## src/rtl/morse_tx_serializer_if.sv

```systemverilog
// morse_tx_serializer_if: letter request handshake (valid/ready, length, pattern).
// master drives the request, slave is the serializer.
interface morse_tx_serializer_if #(
  parameter int MAX_ELEMS = 5
);
  logic                 sym_valid;
  logic                 sym_ready;
  logic [2:0]           sym_len;
  logic [MAX_ELEMS-1:0] sym_pat;

  modport master (
    output sym_valid,
    output sym_len,
    output sym_pat,
    input  sym_ready
  );

  modport slave (
    input  sym_valid,
    input  sym_len,
    input  sym_pat,
    output sym_ready
  );
endinterface

```

## src/rtl/morse_tx_serializer.sv

```systemverilog
// morse_tx_serializer: Morse letters in, on/off-keyed serial stream out.
// Optional MORSE_TX_SOS_EN adds sos_req, which sends S, O, S, word space.
module morse_tx_serializer #(
  parameter int MAX_ELEMS = 5,
  parameter int UNIT_CYC  = 1
) (
  input  logic clk,
  input  logic rst,
  morse_tx_serializer_if.slave sym,
`ifdef MORSE_TX_SOS_EN
  input  logic sos_req,
`endif
  output logic tx_bit,
  output logic busy,
  output logic sym_done
);
  localparam int EW = (MAX_ELEMS > 1) ? $clog2(MAX_ELEMS) : 1;
  localparam int UW = (UNIT_CYC > 1) ? $clog2(UNIT_CYC) : 1;

  typedef enum logic [2:0] {
    IDLE, MARK, ESPACE, LGAP, WGAP
  } state_t;

  state_t               state;
  logic [UW-1:0]        ucnt;
  logic [1:0]           ul;
  logic [EW-1:0]        ecnt;
  logic [MAX_ELEMS-1:0] pat;

  logic                 tick;
  logic                 last;
  logic                 gap;
  logic                 accept;
  logic                 start;
  logic                 sd_base;
  logic                 sd_next;
  logic [2:0]           len_c;
  logic [2:0]           ld_len;
  logic [MAX_ELEMS-1:0] ld_pat;

  assign tick = (ucnt == UW'(UNIT_CYC - 1));
  assign last = tick && (ul == 2'd0);
  assign gap  = (state == LGAP) || (state == WGAP);

  assign len_c = (sym.sym_len > 3'(MAX_ELEMS))
               ? 3'(MAX_ELEMS) : sym.sym_len;

  // sym_done is registered, so it is raised one cycle ahead of the last gap cycle
  assign sd_base = gap && !last &&
    ((tick && (ul == 2'd1) && (UNIT_CYC == 1)) ||
     (!tick && (ul == 2'd0) &&
      ((int'(ucnt) + 1) == (UNIT_CYC - 1))));

`ifdef MORSE_TX_SOS_EN
  logic       sos_act;
  logic [1:0] sos_step;
  logic       sos_go;
  logic       sos_next;

  assign sym.sym_ready = rst && !sos_act &&
    ((state == IDLE) || (gap && last));
  assign sos_go   = sos_req && sym.sym_ready;
  assign sos_next = sos_act && (state == LGAP) && last;
  assign accept   = sym.sym_valid && sym.sym_ready && !sos_req;
  assign sd_next  = sd_base && (!sos_act || (state == WGAP));
`else
  assign sym.sym_ready = rst &&
    ((state == IDLE) || (gap && last));
  assign accept  = sym.sym_valid && sym.sym_ready;
  assign sd_next = sd_base;
`endif

  always_comb begin
    start  = accept;
    ld_len = len_c;
    ld_pat = sym.sym_pat;
`ifdef MORSE_TX_SOS_EN
    unique case (1'b1)
      sos_go: begin
        start  = 1'b1;
        ld_len = 3'd3;
        ld_pat = '0;
      end
      sos_next: begin
        start = 1'b1;
        unique case (sos_step)
          2'd1: begin
            ld_len = 3'd3;
            ld_pat = MAX_ELEMS'(3'b111);
          end
          2'd2: begin
            ld_len = 3'd3;
            ld_pat = '0;
          end
          default: begin
            ld_len = 3'd0;
            ld_pat = '0;
          end
        endcase
      end
      default: ;
    endcase
`endif
  end

  always_ff @(posedge clk) begin
    if (!rst) begin
      state    <= IDLE;
      tx_bit   <= 1'b0;
      busy     <= 1'b0;
      sym_done <= 1'b0;
      ucnt     <= '0;
      ul       <= '0;
      ecnt     <= '0;
      pat      <= '0;
`ifdef MORSE_TX_SOS_EN
      sos_act  <= 1'b0;
      sos_step <= '0;
`endif
    end else begin
      sym_done <= sd_next;
      if (start) begin
        ucnt <= '0;
        pat  <= ld_pat;
        busy <= 1'b1;
        if (ld_len == 3'd0) begin
          state  <= WGAP;
          ul     <= 2'd3;
          tx_bit <= 1'b0;
        end else begin
          state  <= MARK;
          ecnt   <= EW'(ld_len - 3'd1);
          ul     <= ld_pat[ld_len - 3'd1] ? 2'd2 : 2'd0;
          tx_bit <= 1'b1;
        end
      end else if (state != IDLE) begin
        if (!tick) begin
          ucnt <= ucnt + 1'b1;
        end else begin
          ucnt <= '0;
          if (ul != 2'd0) begin
            ul <= ul - 2'd1;
          end else begin
            unique case (state)
              MARK: begin
                tx_bit <= 1'b0;
                if (ecnt == '0) begin
                  state <= LGAP;
                  ul    <= 2'd2;
                end else begin
                  state <= ESPACE;
                  ecnt  <= ecnt - 1'b1;
                end
              end
              ESPACE: begin
                state  <= MARK;
                ul     <= pat[ecnt] ? 2'd2 : 2'd0;
                tx_bit <= 1'b1;
              end
              default: begin
                state  <= IDLE;
                busy   <= 1'b0;
                tx_bit <= 1'b0;
              end
            endcase
          end
        end
      end
`ifdef MORSE_TX_SOS_EN
      if (sos_go) begin
        sos_act  <= 1'b1;
        sos_step <= 2'd1;
      end else if (sos_next) begin
        sos_step <= sos_step + 2'd1;
      end else if (sos_act && (state == WGAP) && last) begin
        sos_act  <= 1'b0;
      end
`endif
    end
  end
endmodule
```

## src/flat_wrapper.sv

```systemverilog
// flat-port wrapper written by rule: the top's interface ports become plain ports
module morse_tx_serializer_flat 
#(
  parameter int MAX_ELEMS = 5,
  parameter int UNIT_CYC  = 1
)
  (clk, rst, tx_bit, busy, sym_done, sym_sym_valid, sym_sym_len, sym_sym_pat, sym_sym_ready);
  morse_tx_serializer_if #(.MAX_ELEMS(MAX_ELEMS)) sym_i ();
  input  logic clk;
  input  logic rst;
  output logic tx_bit;
  output logic busy;
  output logic sym_done;
  input wire logic [$bits(sym_i.sym_valid)-1:0] sym_sym_valid;
  input wire logic [$bits(sym_i.sym_len)-1:0] sym_sym_len;
  input wire logic [$bits(sym_i.sym_pat)-1:0] sym_sym_pat;
  output wire logic [$bits(sym_i.sym_ready)-1:0] sym_sym_ready;
  assign sym_i.sym_valid = sym_sym_valid;
  assign sym_i.sym_len = sym_sym_len;
  assign sym_i.sym_pat = sym_sym_pat;
  assign sym_sym_ready = sym_i.sym_ready;
  morse_tx_serializer #(.MAX_ELEMS(MAX_ELEMS), .UNIT_CYC(UNIT_CYC)) u_core (.clk(clk), .rst(rst), .sym(sym_i), .tx_bit(tx_bit), .busy(busy), .sym_done(sym_done));
endmodule
```

## config.mk

```make
export PLATFORM = sky130hd
export DESIGN_NAME = morse_tx_serializer_flat
export DESIGN_NICKNAME = d
export VERILOG_FILES = /design/src/rtl/morse_tx_serializer_if.sv /design/src/rtl/morse_tx_serializer.sv /design/src/flat_wrapper.sv
export SDC_FILE = /design/constraint.sdc
export NUM_CORES = 1
export LEC_CHECK = 0
export BUFFER_PORTS_ARGS = -buffer_cell sky130_fd_sc_hd__buf_2
export CORE_MARGIN = 1.5
export CORE_UTILIZATION = 25
export DETAILED_ROUTE_END_ITERATION = 10
export PLACE_DENSITY_LB_ADDON = 0.1
export SYNTH_ARGS = -nofsm -noshare
export SYNTH_HDL_FRONTEND = slang
export SYNTH_SLANG_ARGS = --single-unit
```

## constraint.sdc

```tcl
create_clock -name clk -period 2.9 [get_ports clk]
set_input_delay 0.58 -clock clk [delete_from_list [all_inputs] [get_ports clk]]
set_output_delay 0.58 -clock clk [all_outputs]
set_load 0.01 [all_outputs]
```

# After elaboration in Yosys (flattened, before gate mapping)
# Cells that the tools add are included.
# word_totals
reg_bits	17
out_inout_bits	4
in_bits	11
# op_classes
n_bitwise	2
n_addsub	5
order_cmp	3
muxes	40
n_eq_ne	11
n_reduce_logical	29
# ops
op	n
3-bit two-way mux	13
32-bit logical NOT	1
2-bit two-way mux	8
1-bit two-way mux	15
1-bit logical AND	9
3-bit logical NOT	3
3-bit by 4-bit < comparator with 1-bit output, second input constant	2
2-bit case mux with 2 select lines	2
4-bit AND reduction	2
1-bit binary-select mux with 3-bit select	2
3-bit by 2-bit == test with 1-bit output, second input constant	2
2-bit by 1-bit inequality test with 1-bit output, second input constant	3
6-bit AND reduction	1
2-bit nonzero test	3
3-bit by 1-bit subtractor with 3-bit output, second input constant	2
2-bit inequality test, second input constant	2
4-bit by 1-bit inequality test with 1-bit output, second input constant	1
4-bit nonzero test	1
2-bit OR reduction	2
3-bit by 1-bit == test with 1-bit output, second input constant	1
3-bit == test, second input constant	1
3-bit > comparator, second input constant	1
1-bit logical OR	3
3-bit AND reduction	1
8 further kinds	9

# Depth between registers and ports, before layout
# logic_depth
word_depth	8
mapped_depth	8

# Worst setup path before layout
# No wires, ideal clock.
# synth_timing
path_kind	input port to flip-flop
from	input port sym_sym_len[1]
to	register u_core.ul[1]
stages	8
t_arrival_ps	2011
setup_ps	124
required_time_ps	2776
path_slack_ps	765
cell_sequence	clkbuf_1 > nor2_1 > ha_1 > mux2_2 > nand3_1 > o211ai_1 > o311ai_1 > o22ai_1
# synth_via
elab_chain_cells	8
# synth_rtl
element	line	source
start, declared	flat_wrapper.sv:15	input wire logic [$bits(sym_i.sym_len)-1:0] sym_sym_len;
3-bit > comparator	morse_tx_serializer.sv:45	assign len_c = (sym.sym_len > 3'(MAX_ELEMS))
3-bit two-way mux (*)	morse_tx_serializer.sv:46	? 3'(MAX_ELEMS) : sym.sym_len;
3-bit by 1-bit subtractor with 3-bit output	morse_tx_serializer.sv:133	ul <= ld_pat[ld_len - 3'd1] ? 2'd2 : 2'd0;
1-bit binary-select mux with 3-bit select	morse_tx_serializer.sv:133	
1-bit two-way mux (implied by the code)	morse_tx_serializer.sv:133	
2-bit two-way mux	morse_tx_serializer.sv:133	
2-bit two-way mux (*)	morse_tx_serializer.sv:126	if (ld_len == 3'd0) begin
2-bit two-way mux (*)	morse_tx_serializer.sv:122	if (start) begin
end signal, assigned	morse_tx_serializer.sv:133	
end signal, assigned	morse_tx_serializer.sv:142	ul <= ul - 2'd1;
end signal, assigned	morse_tx_serializer.sv:157	ul <= pat[ecnt] ? 2'd2 : 2'd0;
end, declared	morse_tx_serializer.sv:26	logic [1:0] ul;
# Mark *: on every way between the ends. The rest lies on a longest branch, timed or not. The select of a mux whose other input is x is not followed.
# A chain may end at the register's enable or synchronous reset.

# Worst setup path in the final report
# layout_timing
from	register u_core.state[0]
to	output port sym_sym_ready
# layout_via
elab_chain_cells	5
# layout_rtl
element	line	source
start, declared	morse_tx_serializer.sv:24	state_t state;
start signal, assigned	morse_tx_serializer.sv:108	state <= IDLE;
start signal, assigned	morse_tx_serializer.sv:127	state <= WGAP;
start signal, assigned	morse_tx_serializer.sv:131	state <= MARK;
3-bit by 2-bit == test with 1-bit output / 3-bit == test (equally long branches)	morse_tx_serializer.sv:43	assign gap = (state == LGAP) || (state == WGAP);
1-bit logical OR	morse_tx_serializer.sv:43	
1-bit logical AND	morse_tx_serializer.sv:68	((state == IDLE) || (gap && last));
1-bit logical OR (*)	morse_tx_serializer.sv:68	
1-bit logical AND (*)	morse_tx_serializer.sv:67	assign sym.sym_ready = rst &&
end, declared	flat_wrapper.sv:17	output wire logic [$bits(sym_i.sym_ready)-1:0] sym_sym_ready;
# Mark *: on every way between the ends. The rest lies on a longest branch, timed or not.

==> flow_metrics.py <==
metrics = {
    "clock_network": {
        "clk_pin_slew_ns": 0.06,
        "htree_levels": 1,
        "postCtsSetupBuffers": 0,
        "clk_path_buf_depth": 2,
        "cts_sinks": 16,
        "cts-buffers-inserted": 3,
        "cts_tree": "done",
        "cts_resized": 0,
        "insertion_delay_ns": 0.25,
        "cts_hold_buf": 0,
        "cts-root-buf": "clkbuf_8",
    },
    "sta": {
        "relSlewSlack": 0.719,
        "setup_viol": 0,
        "slew_violations": 0,
        "clock-skew-final_ns": 0.00689,
        "clock.fmax_mhz": 461,
        "layout_setup_ws_ns": 0.729,
        "finalHoldViolCount": 0,
        "setup-tns-final_ns": 0,
        "post-route-period-util": 0.749,
        "rsz0062_at_grt": "false",
        "worst_slew_pin_slew_ns": 0.421,
        "period_needed_ns": 2.17,
    },
    "global_routing": {
        "grt_max_degree": 21,
        "grt_overflow": 0,
        "grt_use_total": 0.124,
        "grt_pass1_vias": 907,
        "grt_pass1_wl_um": 4080,
        "grt_antenna_before_repair": 0,
    },
    "placed_design": {
        "routabilityCongestion": 0.715,
        "dpl_worst_slack_ns": 0.659,
        "dp_cells": 184,
        "hpwl_um": 1870,
        "portBuffers": 14,
    },
    "routing": {
        "drtIter0Drc": 27,
        "firstDrtPassIters": 4,
        "ant_nets": 0,
        "drt_wl_total_um": 2480,
        "post-route-drc-count": 0,
        "viasPerCell": 4.95,
        "num_vias": 930,
        "wl_per_cell_um": 13.2,
    },
    "synth": {
        "ys_types": 42,
        "syn-cell-area_mm2": 0.00101,
        "ys_ff_latch": 16,
        "synth.most_common_cell": "nand2_1",
        "synth_ff_type": "dfxtp_1",
        "synth_area_per_cell_um2": 7.87,
        "synth_edf_count": 0,
        "synth_top_area_share": 0.316,
        "synth_warnings": 0,
        "yosysSeqAreaShare": 0.316,
        "synth_largest_area_cell": "dfxtp_1",
        "synth_common_cells": "19 x nand2_1, 16 x dfxtp_1, 12 x o21ai_0",
        "synth_nets": 143,
        "synthArstFlopShare": 0,
        "synth_cells": 129,
        "synthTopCellsByArea": "dfxtp_1 32%, nand2_1 7.0%, o21ai_0 5.9%",
    },
    "critical_path": {
        "cp-start-kind": "register",
        "end_kind": "primary output",
        "required_ns": 2.32,
        "crit_fanout": 9,
        "crit_type": "reg -> out",
        "r2r_cells": 6,
        "critPathArrivalTime_ns": 1.59,
    },
    "power": {
        "p_leak_nw": 0.450,
        "vdd_ir_drop_max_mv": 0.173,
        "power_density_mw_per_mm2": 500,
        "fin_total_pwr_mw": 0.579,
    },
    "floorplan": {
        "die_w_um": 66.7,
        "die_h_um": 66.7,
        "io_pins": 15,
        "start_util": 0.269,
        "core_mm2": 0.00377,
        "rows": 22,
        "die_area_mm2": 0.00445,
    },
    "layout": {
        "drive_gt1_frac": 0.164,
        "multiInputGateArea_um2": 626,
        "finalNetCount": 155,
        "nFillCells": 405,
        "area_growth_pct": 14.1,
        "final_core_util": 0.307,
        "final_cell_count_no_fill": 188,
        "num_antenna_cells": 0,
        "final-seq-area_um2": 320,
    },
    "outcome": {
        "status": "complete, no violations",
    },
    "worst_hold_path": {
        "hold_depth": 2,
        "hold_path.class": "reg -> reg",
    },
    "job": {
        "cap_viol_max_count": 0,
    },
}
[final cells by class]
type,instances,share of cell area
Clock buffer,4,0.0476
Multi-Input combinational cell,100,0.541
Tap cell,48,0.0519
Sequential cell,16,0.277
Timing Repair Buffer,15,0.0670
Inverter,5,0.0162
[per-stage QoR]
| step | instance area (µm²) | hold WS, ns |
|---|---|---|
| after floorplan | 1010 | 0.431 |
| after global placement | 1100 | 0.480 |
| after detailed placement | 1100 | 0.458 |
| after CTS | 1160 | 0.467 |
| after global routing | 1160 | 0.486 |
| final | 1160 | 0.460 |
[final timing paths]
kind,start,slack (ns),endpoint
worst max-delay path,u_core.state[0]$_SDFFE_PN0P_,0.73,sym_sym_ready
worst min register to register,u_core.pat[0]$_SDFFE_PN0N_,0.46,u_core.pat[0]$_SDFFE_PN0N_
worst min-delay path,u_core.pat[0]$_SDFFE_PN0N_,0.46,u_core.pat[0]$_SDFFE_PN0N_
worst max register to register,u_core.state[0]$_SDFFE_PN0P_,0.87,u_core.ecnt[1]$_SDFFE_PN0P_
[worst max-delay path: stages, from the launching register on]
cell and delay, ns:
dfxtp_1 0.49, nor3b_2 0.42, a22oi_1 0.18, nor2b_1 0.12, buf_2 0.13
[logic make-up (layout without fill, tap and decap cells)]
| group | count (synthesis) | count (layout) | synth area share |
|---|---|---|---|
| AND/OR/NAND/NOR | 52 | 52 | 0.274 |
| AO/OA/AOI/OAI | 41 | 41 | 0.265 |
| flip-flops | 16 | 16 | 0.316 |
| buffers and inverters | 13 | 24 | 0.0678 |
| multiplexers | 4 | 4 | 0.0407 |
| adder cells (fa/ha/maj) | 3 | 3 | 0.0370 |
[metal layers]
layer,global-route usage,part of all wire
met1,0.152,0.50
met2,0.203,0.44
met3,0.0270,0.042
met4,0.0612,0.015
met5,0,0
[cells in the final DEF (no fill, tap or decap), types with 2 or more instances in the layout]
cell type  count
and2_1         3
o21ai_0       12
a21boi_0       3
a21oi_1        6
nand2_1       19
nor2_1         5
mux2i_1        3
o211ai_1       3
nor2b_1        7
a21boi_1       2
nor3b_1        3
nand3_1        4
inv_1          5
nor3_1         3
clkbuf_8       4
dfxtp_1       16
buf_2         14
a31oi_1        2
ha_1           3
[sequential cells by signal (all words and copies together), names as in the netlist]
register	flops
u_core.state	3
u_core.ul	2
u_core.tx_bit	1
u_core.pat	5
u_core.ecnt	3
u_core.sym_done	1
u_core.busy	1
[report_power, final]
part | leakage, nW | total [mW] | internal [mW] | switching, mW
sequential | 0.131 | 0.259 | 0.237 | 0.0214
combinational | 0.290 | 0.118 | 0.0535 | 0.0648
clock | 0.0288 | 0.202 | 0.121 | 0.0813
total | 0.450 | 0.579 | 0.411 | 0.168
Power figures use the tool's default switching activity.
